--- config.mk ---
export PLATFORM = sky130hd
export DESIGN_NAME = gemv_seq_flat
export DESIGN_NICKNAME = d
export VERILOG_FILES = /design/src/rtl/gemv_seq_if.sv /design/src/rtl/gemv_seq.sv /design/src/flat_wrapper.sv
export SDC_FILE = /design/constraint.sdc
export NUM_CORES = 1
export LEC_CHECK = 0
export ABC_AREA = 1
export BUFFER_PORTS_ARGS = -buffer_cell sky130_fd_sc_hd__clkbuf_2
export CAP_MARGIN = 10
export CORE_MARGIN = 4
export CORE_UTILIZATION = 30
export CTS_CLUSTER_SIZE = 40
export DETAILED_ROUTE_END_ITERATION = 16
export PLACE_DENSITY = 0.56
export SETUP_SLACK_MARGIN = 0.2
export SLEW_MARGIN = 25
export SYNTH_ARGS = -nofsm -noshare
export SYNTH_HDL_FRONTEND = slang
export SYNTH_SLANG_ARGS = --single-unit
--- constraint.sdc ---
create_clock -name clk -period 3.8 [get_ports clk]
set_input_delay 0.19 -clock clk [delete_from_list [all_inputs] [get_ports clk]]
set_output_delay 0.19 -clock clk [all_outputs]
set_load 0.1 [all_outputs]
--- src/rtl/gemv_seq_if.sv ---
// rtl/gemv_seq_if.sv - memory and GEMV core signal bundle for the layer sequencer
interface gemv_seq_if #(
  parameter int AW = 32
);
  logic          mem_rd_req;
  logic [AW-1:0] mem_rd_addr;
  logic          mem_rd_valid;
  logic [31:0]   mem_rd_data;
  logic          mem_wr_req;
  logic [AW-1:0] mem_wr_addr;
  logic [31:0]   mem_wr_data;
  logic          mem_wr_ack;
  logic          core_x_wr_en;
  logic [7:0]    core_x_wr_data;
  logic          core_w_wr_en;
  logic [7:0]    core_w_wr_data;
  logic          core_b_wr_en;
  logic [31:0]   core_b_wr_data;
  logic          core_start;
  logic          core_len_64;
  logic          core_out_64;
  logic          core_bias_en;
  logic          core_busy;
  logic          core_done;
  logic          core_clear_done;
  logic          core_y_rd_en;
  logic [31:0]   core_y_rd_data;

  modport master (
    output mem_rd_req, mem_rd_addr, input mem_rd_valid, mem_rd_data,
    output mem_wr_req, mem_wr_addr, mem_wr_data, input mem_wr_ack,
    output core_x_wr_en, core_x_wr_data, core_w_wr_en, core_w_wr_data,
    output core_b_wr_en, core_b_wr_data, core_start,
    output core_len_64, core_out_64, core_bias_en,
    input core_busy, core_done,
    output core_clear_done, core_y_rd_en, input core_y_rd_data
  );

  modport slave (
    input mem_rd_req, mem_rd_addr, output mem_rd_valid, mem_rd_data,
    input mem_wr_req, mem_wr_addr, mem_wr_data, output mem_wr_ack,
    input core_x_wr_en, core_x_wr_data, core_w_wr_en, core_w_wr_data,
    input core_b_wr_en, core_b_wr_data, core_start,
    input core_len_64, core_out_64, core_bias_en,
    output core_busy, core_done,
    input core_clear_done, core_y_rd_en, output core_y_rd_data
  );
endinterface

--- src/rtl/gemv_seq.sv ---
// rtl/gemv_seq.sv - autonomous fetch/compute/writeback sequencer for the int8 GEMV core
module gemv_seq #(
  parameter int AW    = 32,
  parameter int CYC_W = 32
) (
  input  logic             clk,
  input  logic             reset,
  input  logic             go,
  input  logic [AW-1:0]    cfg_x_base,
  input  logic [AW-1:0]    cfg_w_base,
  input  logic [AW-1:0]    cfg_b_base,
  input  logic [AW-1:0]    cfg_y_base,
  input  logic             cfg_len_64,
  input  logic             cfg_out_64,
  input  logic             cfg_bias_en,
  input  logic             cfg_relu_en,
  output logic             busy,
  output logic             done,
  output logic [CYC_W-1:0] cycles,
  gemv_seq_if.master       bus
);

  typedef enum logic [3:0] {
    S_IDLE, S_CLR, S_LD_X, S_LD_W, S_LD_B, S_START, S_WAIT, S_WR_Y, S_FIN
  } state_t;

  state_t        state;
  logic [AW-1:0] x_base, w_base, b_base, y_base;
  logic          len_64, out_64, bias_en, relu_en;
  logic [10:0]   word_cnt;
  logic [1:0]    byte_idx;
  logic          pushing;
  logic [31:0]   rd_word;

  logic          rd_req, wr_req;
  logic [AW-1:0] rd_addr, wr_addr;
  logic [31:0]   wr_data;
  logic          x_en, w_en, b_en, start_p, clr_p;
  logic [7:0]    x_data, w_data;
  logic [31:0]   b_data;

  logic [10:0]   nx, nw, ny, n_cur;
  logic [AW-1:0] base_cur;
  logic [7:0]    next_byte;
  logic [31:0]   y_wr;

  always_comb begin
    nx = len_64 ? 11'd16 : 11'd8;
    ny = out_64 ? 11'd64 : 11'd32;
    case ({out_64, len_64})
      2'b00:   nw = 11'd256;
      2'b11:   nw = 11'd1024;
      default: nw = 11'd512;
    endcase
    n_cur    = nx;
    base_cur = x_base;
    if (state == S_LD_W) begin
      n_cur    = nw;
      base_cur = w_base;
    end else if (state == S_LD_B) begin
      n_cur    = ny;
      base_cur = b_base;
    end
  end

  always_comb begin
    case (byte_idx)
      2'd1:    next_byte = rd_word[15:8];
      2'd2:    next_byte = rd_word[23:16];
      2'd3:    next_byte = rd_word[31:24];
      default: next_byte = rd_word[7:0];
    endcase
  end

  assign y_wr = (relu_en && bus.core_y_rd_data[31]) ? 32'd0 : bus.core_y_rd_data;

  assign bus.mem_rd_req      = rd_req;
  assign bus.mem_rd_addr     = rd_addr;
  assign bus.mem_wr_req      = wr_req;
  assign bus.mem_wr_addr     = wr_addr;
  assign bus.mem_wr_data     = wr_data;
  assign bus.core_x_wr_en    = x_en;
  assign bus.core_x_wr_data  = x_data;
  assign bus.core_w_wr_en    = w_en;
  assign bus.core_w_wr_data  = w_data;
  assign bus.core_b_wr_en    = b_en;
  assign bus.core_b_wr_data  = b_data;
  assign bus.core_start      = start_p;
  assign bus.core_clear_done = clr_p;
  assign bus.core_len_64     = len_64;
  assign bus.core_out_64     = out_64;
  assign bus.core_bias_en    = bias_en;
  // The Y read pointer must advance in the very cycle the write is acknowledged.
  assign bus.core_y_rd_en    = (state == S_WR_Y) && wr_req && bus.mem_wr_ack;

  always_ff @(posedge clk) begin
    if (reset) begin
      state    <= S_IDLE;
      busy     <= 1'b0;
      done     <= 1'b0;
      cycles   <= '0;
      x_base   <= '0;
      w_base   <= '0;
      b_base   <= '0;
      y_base   <= '0;
      len_64   <= 1'b0;
      out_64   <= 1'b0;
      bias_en  <= 1'b0;
      relu_en  <= 1'b0;
      word_cnt <= '0;
      byte_idx <= '0;
      pushing  <= 1'b0;
      rd_word  <= '0;
      rd_req   <= 1'b0;
      rd_addr  <= '0;
      wr_req   <= 1'b0;
      wr_addr  <= '0;
      wr_data  <= '0;
      x_en     <= 1'b0;
      x_data   <= '0;
      w_en     <= 1'b0;
      w_data   <= '0;
      b_en     <= 1'b0;
      b_data   <= '0;
      start_p  <= 1'b0;
      clr_p    <= 1'b0;
    end else begin
      x_en    <= 1'b0;
      w_en    <= 1'b0;
      b_en    <= 1'b0;
      start_p <= 1'b0;
      clr_p   <= 1'b0;
      if (busy) cycles <= cycles + 1'b1;

      case (state)
        S_IDLE: begin
          if (go) begin
            x_base  <= cfg_x_base;
            w_base  <= cfg_w_base;
            b_base  <= cfg_b_base;
            y_base  <= cfg_y_base;
            len_64  <= cfg_len_64;
            out_64  <= cfg_out_64;
            bias_en <= cfg_bias_en;
            relu_en <= cfg_relu_en;
            busy    <= 1'b1;
            done    <= 1'b0;
            cycles  <= '0;
            clr_p   <= 1'b1;
            state   <= S_CLR;
          end
        end

        S_CLR: begin
          word_cnt <= '0;
          pushing  <= 1'b0;
          rd_req   <= 1'b1;
          rd_addr  <= x_base;
          state    <= S_LD_X;
        end

        S_LD_X, S_LD_W, S_LD_B: begin
          if (rd_req) begin
            if (bus.mem_rd_valid) begin
              rd_req   <= 1'b0;
              rd_word  <= bus.mem_rd_data;
              word_cnt <= word_cnt + 11'd1;
              pushing  <= 1'b1;
              // Bias words are a single push, so they skip straight to the drain step.
              byte_idx <= (state == S_LD_B) ? 2'd0 : 2'd1;
              if (state == S_LD_X) begin
                x_en   <= 1'b1;
                x_data <= bus.mem_rd_data[7:0];
              end else if (state == S_LD_W) begin
                w_en   <= 1'b1;
                w_data <= bus.mem_rd_data[7:0];
              end else begin
                b_en   <= 1'b1;
                b_data <= bus.mem_rd_data;
              end
            end
          end else if (pushing) begin
            if (byte_idx != 2'd0) begin
              byte_idx <= byte_idx + 2'd1;
              if (state == S_LD_X) begin
                x_en   <= 1'b1;
                x_data <= next_byte;
              end else begin
                w_en   <= 1'b1;
                w_data <= next_byte;
              end
            end else begin
              pushing <= 1'b0;
              if (word_cnt != n_cur) begin
                rd_req  <= 1'b1;
                rd_addr <= base_cur + AW'(word_cnt);
              end else begin
                word_cnt <= '0;
                if (state == S_LD_X) begin
                  rd_req  <= 1'b1;
                  rd_addr <= w_base;
                  state   <= S_LD_W;
                end else if (state == S_LD_W && bias_en) begin
                  rd_req  <= 1'b1;
                  rd_addr <= b_base;
                  state   <= S_LD_B;
                end else begin
                  start_p <= 1'b1;
                  state   <= S_START;
                end
              end
            end
          end
        end

        S_START: state <= S_WAIT;

        S_WAIT: begin
          if (bus.core_done && !bus.core_busy) begin
            word_cnt <= '0;
            state    <= S_WR_Y;
          end
        end

        S_WR_Y: begin
          if (wr_req) begin
            if (bus.mem_wr_ack) begin
              wr_req   <= 1'b0;
              word_cnt <= word_cnt + 11'd1;
              if (word_cnt + 11'd1 == ny) begin
                clr_p <= 1'b1;
                state <= S_FIN;
              end
            end
          end else begin
            // Y data is sampled one cycle after the pointer moved, so it is already the next word.
            wr_req  <= 1'b1;
            wr_addr <= y_base + AW'(word_cnt);
            wr_data <= y_wr;
          end
        end

        S_FIN: begin
          busy  <= 1'b0;
          done  <= 1'b1;
          state <= S_IDLE;
        end

        default: state <= S_IDLE;
      endcase
    end
  end

endmodule

--- src/flat_wrapper.sv ---
// flat-port wrapper written by rule: the top's interface ports become plain ports
module gemv_seq_flat 
#(
  parameter int AW    = 32,
  parameter int CYC_W = 32
)
  (clk, reset, go, cfg_x_base, cfg_w_base, cfg_b_base, cfg_y_base, cfg_len_64, cfg_out_64, cfg_bias_en, cfg_relu_en, busy, done, cycles, bus_mem_rd_req, bus_mem_rd_addr, bus_mem_rd_valid, bus_mem_rd_data, bus_mem_wr_req, bus_mem_wr_addr, bus_mem_wr_data, bus_mem_wr_ack, bus_core_x_wr_en, bus_core_x_wr_data, bus_core_w_wr_en, bus_core_w_wr_data, bus_core_b_wr_en, bus_core_b_wr_data, bus_core_start, bus_core_len_64, bus_core_out_64, bus_core_bias_en, bus_core_busy, bus_core_done, bus_core_clear_done, bus_core_y_rd_en, bus_core_y_rd_data);
  gemv_seq_if #(.AW(AW)) bus_i ();
  input  logic clk;
  input  logic reset;
  input  logic go;
  input  logic [AW-1:0] cfg_x_base;
  input  logic [AW-1:0] cfg_w_base;
  input  logic [AW-1:0] cfg_b_base;
  input  logic [AW-1:0] cfg_y_base;
  input  logic cfg_len_64;
  input  logic cfg_out_64;
  input  logic cfg_bias_en;
  input  logic cfg_relu_en;
  output logic busy;
  output logic done;
  output logic [CYC_W-1:0] cycles;
  output wire logic [$bits(bus_i.mem_rd_req)-1:0] bus_mem_rd_req;
  output wire logic [$bits(bus_i.mem_rd_addr)-1:0] bus_mem_rd_addr;
  input wire logic [$bits(bus_i.mem_rd_valid)-1:0] bus_mem_rd_valid;
  input wire logic [$bits(bus_i.mem_rd_data)-1:0] bus_mem_rd_data;
  output wire logic [$bits(bus_i.mem_wr_req)-1:0] bus_mem_wr_req;
  output wire logic [$bits(bus_i.mem_wr_addr)-1:0] bus_mem_wr_addr;
  output wire logic [$bits(bus_i.mem_wr_data)-1:0] bus_mem_wr_data;
  input wire logic [$bits(bus_i.mem_wr_ack)-1:0] bus_mem_wr_ack;
  output wire logic [$bits(bus_i.core_x_wr_en)-1:0] bus_core_x_wr_en;
  output wire logic [$bits(bus_i.core_x_wr_data)-1:0] bus_core_x_wr_data;
  output wire logic [$bits(bus_i.core_w_wr_en)-1:0] bus_core_w_wr_en;
  output wire logic [$bits(bus_i.core_w_wr_data)-1:0] bus_core_w_wr_data;
  output wire logic [$bits(bus_i.core_b_wr_en)-1:0] bus_core_b_wr_en;
  output wire logic [$bits(bus_i.core_b_wr_data)-1:0] bus_core_b_wr_data;
  output wire logic [$bits(bus_i.core_start)-1:0] bus_core_start;
  output wire logic [$bits(bus_i.core_len_64)-1:0] bus_core_len_64;
  output wire logic [$bits(bus_i.core_out_64)-1:0] bus_core_out_64;
  output wire logic [$bits(bus_i.core_bias_en)-1:0] bus_core_bias_en;
  input wire logic [$bits(bus_i.core_busy)-1:0] bus_core_busy;
  input wire logic [$bits(bus_i.core_done)-1:0] bus_core_done;
  output wire logic [$bits(bus_i.core_clear_done)-1:0] bus_core_clear_done;
  output wire logic [$bits(bus_i.core_y_rd_en)-1:0] bus_core_y_rd_en;
  input wire logic [$bits(bus_i.core_y_rd_data)-1:0] bus_core_y_rd_data;
  assign bus_mem_rd_req = bus_i.mem_rd_req;
  assign bus_mem_rd_addr = bus_i.mem_rd_addr;
  assign bus_i.mem_rd_valid = bus_mem_rd_valid;
  assign bus_i.mem_rd_data = bus_mem_rd_data;
  assign bus_mem_wr_req = bus_i.mem_wr_req;
  assign bus_mem_wr_addr = bus_i.mem_wr_addr;
  assign bus_mem_wr_data = bus_i.mem_wr_data;
  assign bus_i.mem_wr_ack = bus_mem_wr_ack;
  assign bus_core_x_wr_en = bus_i.core_x_wr_en;
  assign bus_core_x_wr_data = bus_i.core_x_wr_data;
  assign bus_core_w_wr_en = bus_i.core_w_wr_en;
  assign bus_core_w_wr_data = bus_i.core_w_wr_data;
  assign bus_core_b_wr_en = bus_i.core_b_wr_en;
  assign bus_core_b_wr_data = bus_i.core_b_wr_data;
  assign bus_core_start = bus_i.core_start;
  assign bus_core_len_64 = bus_i.core_len_64;
  assign bus_core_out_64 = bus_i.core_out_64;
  assign bus_core_bias_en = bus_i.core_bias_en;
  assign bus_i.core_busy = bus_core_busy;
  assign bus_i.core_done = bus_core_done;
  assign bus_core_clear_done = bus_i.core_clear_done;
  assign bus_core_y_rd_en = bus_i.core_y_rd_en;
  assign bus_i.core_y_rd_data = bus_core_y_rd_data;
  gemv_seq #(.AW(AW), .CYC_W(CYC_W)) u_core (.clk(clk), .reset(reset), .go(go), .cfg_x_base(cfg_x_base), .cfg_w_base(cfg_w_base), .cfg_b_base(cfg_b_base), .cfg_y_base(cfg_y_base), .cfg_len_64(cfg_len_64), .cfg_out_64(cfg_out_64), .cfg_bias_en(cfg_bias_en), .cfg_relu_en(cfg_relu_en), .busy(busy), .done(done), .cycles(cycles), .bus(bus_i));
endmodule
== Word-level counts from Yosys, hierarchy flattened ==
Cells that the tools add are included.

* Eq/ne operators: 34
* Bitwise operators: 7
* Add/sub/neg operators: 5
* Reduce and logical (&&, ||, !) cells: 30
* Multiplexer cells: 96

{| class="wikitable"
|+ Operators with widths
! cell !! number
|-
| 2-to-1 mux 32 bit || 12
|-
| 2-to-1 mux 11 bit || 10
|-
| 2-to-1 mux 8 bit || 13
|-
| adder 32 x 11 -> 32 bit || 2
|-
| one-hot mux 32 bit (2 select lines) || 1
|-
| one-hot mux 11 bit (4 select lines) || 1
|-
| 2-to-1 mux 4 bit || 10
|-
| 2-to-1 mux 1 bit || 35
|-
| adder 32 x 1 -> 32 bit, second input constant || 1
|-
| != test 2 bit, second input constant || 12
|-
| one-hot mux 4 bit (6 select lines) || 1
|-
| one-hot mux 8 bit (3 select lines) || 1
|-
| one-hot mux 11 bit (2 select lines) || 1
|-
| == test 4 x 3 -> 1 bit, second input constant || 4
|-
| adder 11 x 1 -> 11 bit, second input constant || 1
|-
| == test 11 bit || 1
|-
| != test 11 bit || 1
|-
| one-hot mux 1 bit (2 select lines) || 5
|-
| AND reduction 5 bit || 2
|-
| nonzero test 2 bit || 5
|-
| AND reduction 9 bit || 1
|-
| == test 4 x 2 -> 1 bit, second input constant || 2
|-
| 2-to-1 mux 2 bit || 4
|-
| AND reduction 2 bit || 4
|-
| other kinds (27) || 42
|}

* Register bits after elaboration: 367
* Output and inout bits: 189
* Logic and storage cells: 201
* Bits of input ports: 203

== Longest topological paths before layout ==
* Depth in word-level cells: 9
* Depth in mapped cells: 23
* Mapped depth without buffers: 20

== Worst setup path after synthesis ==
Ideal clock, no wire load.

* Path type: register -> register
* Start point: register u_core.state[1]
* End point: register u_core.rd_addr[20], in the netlist u_core.bus.mem_rd_addr[20]
* Buffers on the path: 3
* Period minus slack after synthesis: 3557 ps
* Path slack: 243 ps
* Arrival time: 3435 ps
* Stages on the path, launching flop included: 21
* Data required time: 3678 ps
* Library setup time: 122 ps
* Cell sequence: dfxtp_1 nand2_1 inv_1 nand2_1 buf_2 buf_2 buf_1 o22ai_1 a21oi_1 ha_1 inv_1 fa_1 o21ai_0 nand2_1 o211ai_1 nand3_1 nand2_1 nand2_1 xor2_1 o21ai_0 a21oi_1

* Longest elaborated chain between the ends: 9
* Elaborated cells between the ends (all ways): 24
* Classes of those cells: 1 x add/sub; 9 x eq/ne; 10 x mux; 4 x reduce/logical

{| class="wikitable"
|+ Ends and longest elaborated chain
! item !! line !! text
|-
| from (decl) || gemv_seq.sv:27 || <nowiki>state_t state;</nowiki>
|-
| from (signal assigned) || gemv_seq.sv:98 || <nowiki>state <= S_IDLE;</nowiki>
|-
| from (signal assigned) || gemv_seq.sv:150 || <nowiki>state <= S_CLR;</nowiki>
|-
| from (signal assigned) || gemv_seq.sv:159 || <nowiki>state <= S_LD_X;</nowiki>
|-
| == test 4 x 3 -> 1 bit || gemv_seq.sv:60, gemv_seq.sv:135 ||
|-
| 2-to-1 mux 32 bit / 2-to-1 mux 11 bit (equally long branches) || gemv_seq.sv:60 || <nowiki>end else if (state == S_LD_B) begin</nowiki>
|-
| 2-to-1 mux 32 bit / 2-to-1 mux 11 bit (equally long branches) || gemv_seq.sv:57 || <nowiki>if (state == S_LD_W) begin</nowiki>
|-
| adder 32 x 11 -> 32 bit / != test 11 bit (equally long branches) || gemv_seq.sv:196, gemv_seq.sv:194 ||
|-
| 2-to-1 mux 32 bit || gemv_seq.sv:194 || <nowiki>if (word_cnt != n_cur) begin</nowiki>
|-
| 2-to-1 mux 32 bit || gemv_seq.sv:183 || <nowiki>if (byte_idx != 2'd0) begin</nowiki>
|-
| 2-to-1 mux 32 bit || gemv_seq.sv:182 || <nowiki>end else if (pushing) begin</nowiki>
|-
| 2-to-1 mux 32 bit || gemv_seq.sv:163 || <nowiki>if (rd_req) begin</nowiki>
|-
| one-hot mux 32 bit (2 select lines) || gemv_seq.sv:135 || <nowiki>case (state)</nowiki>
|-
| to (signal assigned) || gemv_seq.sv:158 || <nowiki>rd_addr <= x_base;</nowiki>
|-
| to (signal assigned) || gemv_seq.sv:196 || <nowiki>rd_addr <= base_cur + AW'(word_cnt);</nowiki>
|-
| to (signal assigned) || gemv_seq.sv:201 || <nowiki>rd_addr <= w_base;</nowiki>
|-
| to (decl) || gemv_seq.sv:36 || <nowiki>logic [AW-1:0] rd_addr, wr_addr;</nowiki>
|}

Parallel ways exist; a longest one is shown, timed or not. The select of a mux whose other input is x is not followed.
A chain may end at the register's enable or synchronous reset.

== Worst setup path after layout ==
* Start point: register u_core.state[2]
* End point: register u_core.rd_addr[24], in the netlist u_core.bus.mem_rd_addr[24]

The elaborated chain is that of the path after synthesis.

==> impl_metrics.json <==
{
  "rrSetupSlack_ns": 0.49,
  "worstSetupEndpointType": "flop",
  "hold_violations": 0,
  "ys_async_sr_fraction": 0,
  "grt_max_degree": 184,
  "io_pins": 392,
  "fmax_mhz": 302,
  "synth-compound-area-share": 0.217,
  "wire_per_inst_um": 17.1,
  "multiInputGateArea_um2": 8970,
  "crit_start": "u_core.state[2]",
  "leakagePower_nw": 10.5,
  "yosys_warnings": 0,
  "synth_enable_flop_cells": 0,
  "outcome": "complete, no violations",
  "netlist_area_um2": 17800,
  "worst_slew_pin_slew_ns": 0.980,
  "irDropWorstVdd_mv": 0.458,
  "std_cell_rows": 89,
  "required_ns": 4.31,
  "critPathKind": "flop to flop",
  "syn_nets": 2814,
  "synthCells": 2577,
  "grt_pass1_vias": 18377,
  "cts_root_buffer": "clkbuf_16",
  "final.setup.tns_ns": 0,
  "worstPathArrival_ns": 3.82,
  "h-tree-depth": 2,
  "ys_types": 53,
  "worstSkewPairLatency_ns": 0.58,
  "die_width_um": 252,
  "drive_above_1_share": 0.176,
  "crit_path_end": "u_core.bus.mem_rd_addr[24]",
  "seq_area_um2": 7350,
  "grt_pass1_wl_um": 104000,
  "fill_cells": 6130,
  "dr.pass1.iters": 5,
  "start_kind": "flop",
  "cts.sinks": 367,
  "worstPathMaxFanout": 15,
  "dp_cells": 3631,
  "synthTopCellsByArea": "dfxtp_1 41%, nand2_1 11%, a21oi_1 8.9%, o21ai_0 8.6%, nand3_1 5.3%",
  "maxSlewHeadroom": 0.347,
  "synth_flop_cell": "dfxtp_1",
  "powerDensity_nw_per_um2": 657,
  "setup-violations-final": 0,
  "initialDrtViolationCount": 1063,
  "postRouteAntennaNets": 0,
  "die-area_um2": 63400,
  "hp-class": "input port to flop",
  "synth_top_family_by_area": "simple AND/OR/NAND/NOR gates",
  "ys_seq_area_frac": 0.412,
  "clk_path_buf_depth": 3,
  "slew_violations": 0,
  "grt.total_usage": 0.203,
  "r2r_end": "u_core.bus.mem_rd_addr[24]",
  "via_per_inst": 4.88,
  "synth_top_area_cell": "dfxtp_1",
  "max_cap_viol_count": 0,
  "vias": 19012,
  "rsz0062_at_grt": "no",
  "synth_mux_area_frac": 0,
  "r2r-start": "u_core.state[2]",
  "worstRegToRegCells": 19,
  "area_delta_synth_final_pct": 34.1,
  "core_area_um2": 58900,
  "syn_area_per_cell_um2": 6.92,
  "layout.nets": 3327,
  "synthAdderAreaFrac": 0.0247,
  "numCtsBuffers": 44,
  "cts_tree": "built",
  "synth_simple_gate_area_share": 0.241,
  "post_cts_buffers": 0,
  "fin_cells": 3898,
  "synth_top_area_share": 0.412,
  "postPlaceCellArea_um2": 20400,
  "routed_wl_um": 66800,
  "portBuffers": 391,
  "finalClockSkew_ns": 0.0319,
  "dpl.hpwl_um": 47100,
  "final_common_cell": "nand2_1",
  "min_period_ns": 3.31,
  "fin_crit_sh": 0.872,
  "overflow": 0,
  "initial_utilization": 0.303,
  "path_clk_slew_ns": 0.07,
  "antenna_found_initial": 2,
  "fp.dieH_um": 252,
  "remaining_drc_errors": 0,
  "synth-seq-cells": 367,
  "gp_congestion": 0.932,
  "fin_area_um2": 23900,
  "synth_xor_area_frac": 0.0177,
  "mostFrequentLayoutCells": "529 x nand2_1, 390 x clkbuf_2, 367 x dfxtp_1"
}
-- synthesized netlist by cell type, types with 8 or more instances --
master,count
o21ai_0,307
nor2_1,217
nand4_1,16
o21bai_1,10
buf_2,15
dfxtp_1,367
clkbuf_1,113
nand2_1,533
a221oi_1,8
nor3_1,34
inv_1,238
nand3_1,189
a211oi_1,8
o21a_1,8
buf_1,8
o22ai_1,12
nor4_1,9
a21oi_1,317
ha_1,32
xor2_1,29
o211ai_1,22
-- critical path, cell delays in order, from the launching register on --
cell and delay, ns:
dfxtp_1 0.35, inv_2 0.08, nor2_2 0.07, nand2_2 0.28
o22ai_1 0.12, a21oi_1 0.14, ha_1 0.19, inv_1 0.08
fa_1 0.45, o21ai_0 0.25, nand2_1 0.08, o211ai_1 0.14
nand3_1 0.18, nand2_1 0.25, nand3_1 0.14, nand2_1 0.08
nand2_1 0.05, o21ai_1 0.13, nand2_1 0.06, a21oi_1 0.11
-- per-layer routing --
layer,GRT usage,wire (um),vias to the layer above
li1,-,-,9610
met1,0.269,30100,8682
met2,0.331,30300,593
met3,0.0391,4250,125
met4,0.0721,2190,2
met5,0,13,-
-- layout make-up --
cell class,count,area share
Multi-Input combinational cell,1818,0.375
Tap cell,773,0.0405
Antenna cell,1,0.000105
Sequential cell,367,0.307
Clock inverter,16,0.00963
Clock buffer,64,0.0560
Inverter,244,0.0387
Timing Repair Buffer,615,0.172
-- report_power, final --
part | leakage [nW] | switching [mW] | total (mW) | internal, mW
Clock | 0.762 | 1.78 | 4.57 | 2.78
Sequential | 2.99 | 0.481 | 4.95 | 4.47
Combinational | 6.72 | 4.60 | 6.19 | 1.60
Total | 10.5 | 6.86 | 15.7 | 8.85
-- timing repair --
| action | 4_1_cts | 5_1_grt |
|---|---|---|
| resized for setup | 0 | 5 |
| setup endpoints to repair | 0 | 17 |
| hold buffers | 186 | 0 |
| endpoints found under the hold margin | 216 | 0 |
-- through the flow --
step	power (mW)	utilization	worst slack (ns)	hold WS, ns
after floorplan	9.40	-	0.243	0.293
after global placement	11.1	0.347	0.525	0.401
after detailed placement	11.0	0.347	0.469	0.410
after CTS	15.8	0.405	0.426	0.00797
after global routing	16.6	0.406	0.207	0.0311
final	15.7	0.406	0.487	0.0230
-- how the worst min path moves through the flow --
| stage | slack [ns] | depth (start not counted) | start | endpoint |
|---|---|---|---|---|
| 2_1_floorplan | 0.29 | 2 | bus_mem_rd_data[0] | u_core.bus.core_b_wr_data[0] |
| 3_3_place_gp | 0.40 | 3 | bus_mem_rd_data[13] | u_core.bus.core_b_wr_data[13] |
| 3_5_place_dp | 0.41 | 3 | bus_mem_rd_data[15] | u_core.bus.core_b_wr_data[15] |
| 4_1_cts | 0.008 | 3 | cfg_w_base[27] | u_core.w_base[27] |
| 5_1_grt | 0.03 | 3 | cfg_w_base[27] | u_core.w_base[27] |
| 6_report | 0.02 | 3 | cfg_w_base[27] | u_core.w_base[27] |
-- cells by family (layout without fill, tap and decap cells) --
logic type,Yosys count,in the layout
XOR/XNOR,36,36
flip-flops,367,367
buffers and inverters,392,939
AND/OR/NAND/NOR,1027,1027
adder cells (fa/ha/maj),34,34
AO/OA/AOI/OAI,721,721
other,0,1
-- sequential cells by signal, summed over array words and instances (netlist names), 2 cells and up --
signal / count
u_core.x_base: 32
u_core.rd_word: 32
u_core.bus.core_b_wr_data: 32
u_core.y_base: 32
u_core.bus.mem_wr_data: 32
u_core.bus.core_w_wr_data: 8
u_core.bus.mem_rd_addr: 32
u_core.cycles: 32
u_core.b_base: 32
u_core.state: 4
u_core.byte_idx: 2
u_core.bus.mem_wr_addr: 32
u_core.bus.core_x_wr_data: 8
u_core.word_cnt: 11
u_core.w_base: 32
(Power assumes the default switching activity.)
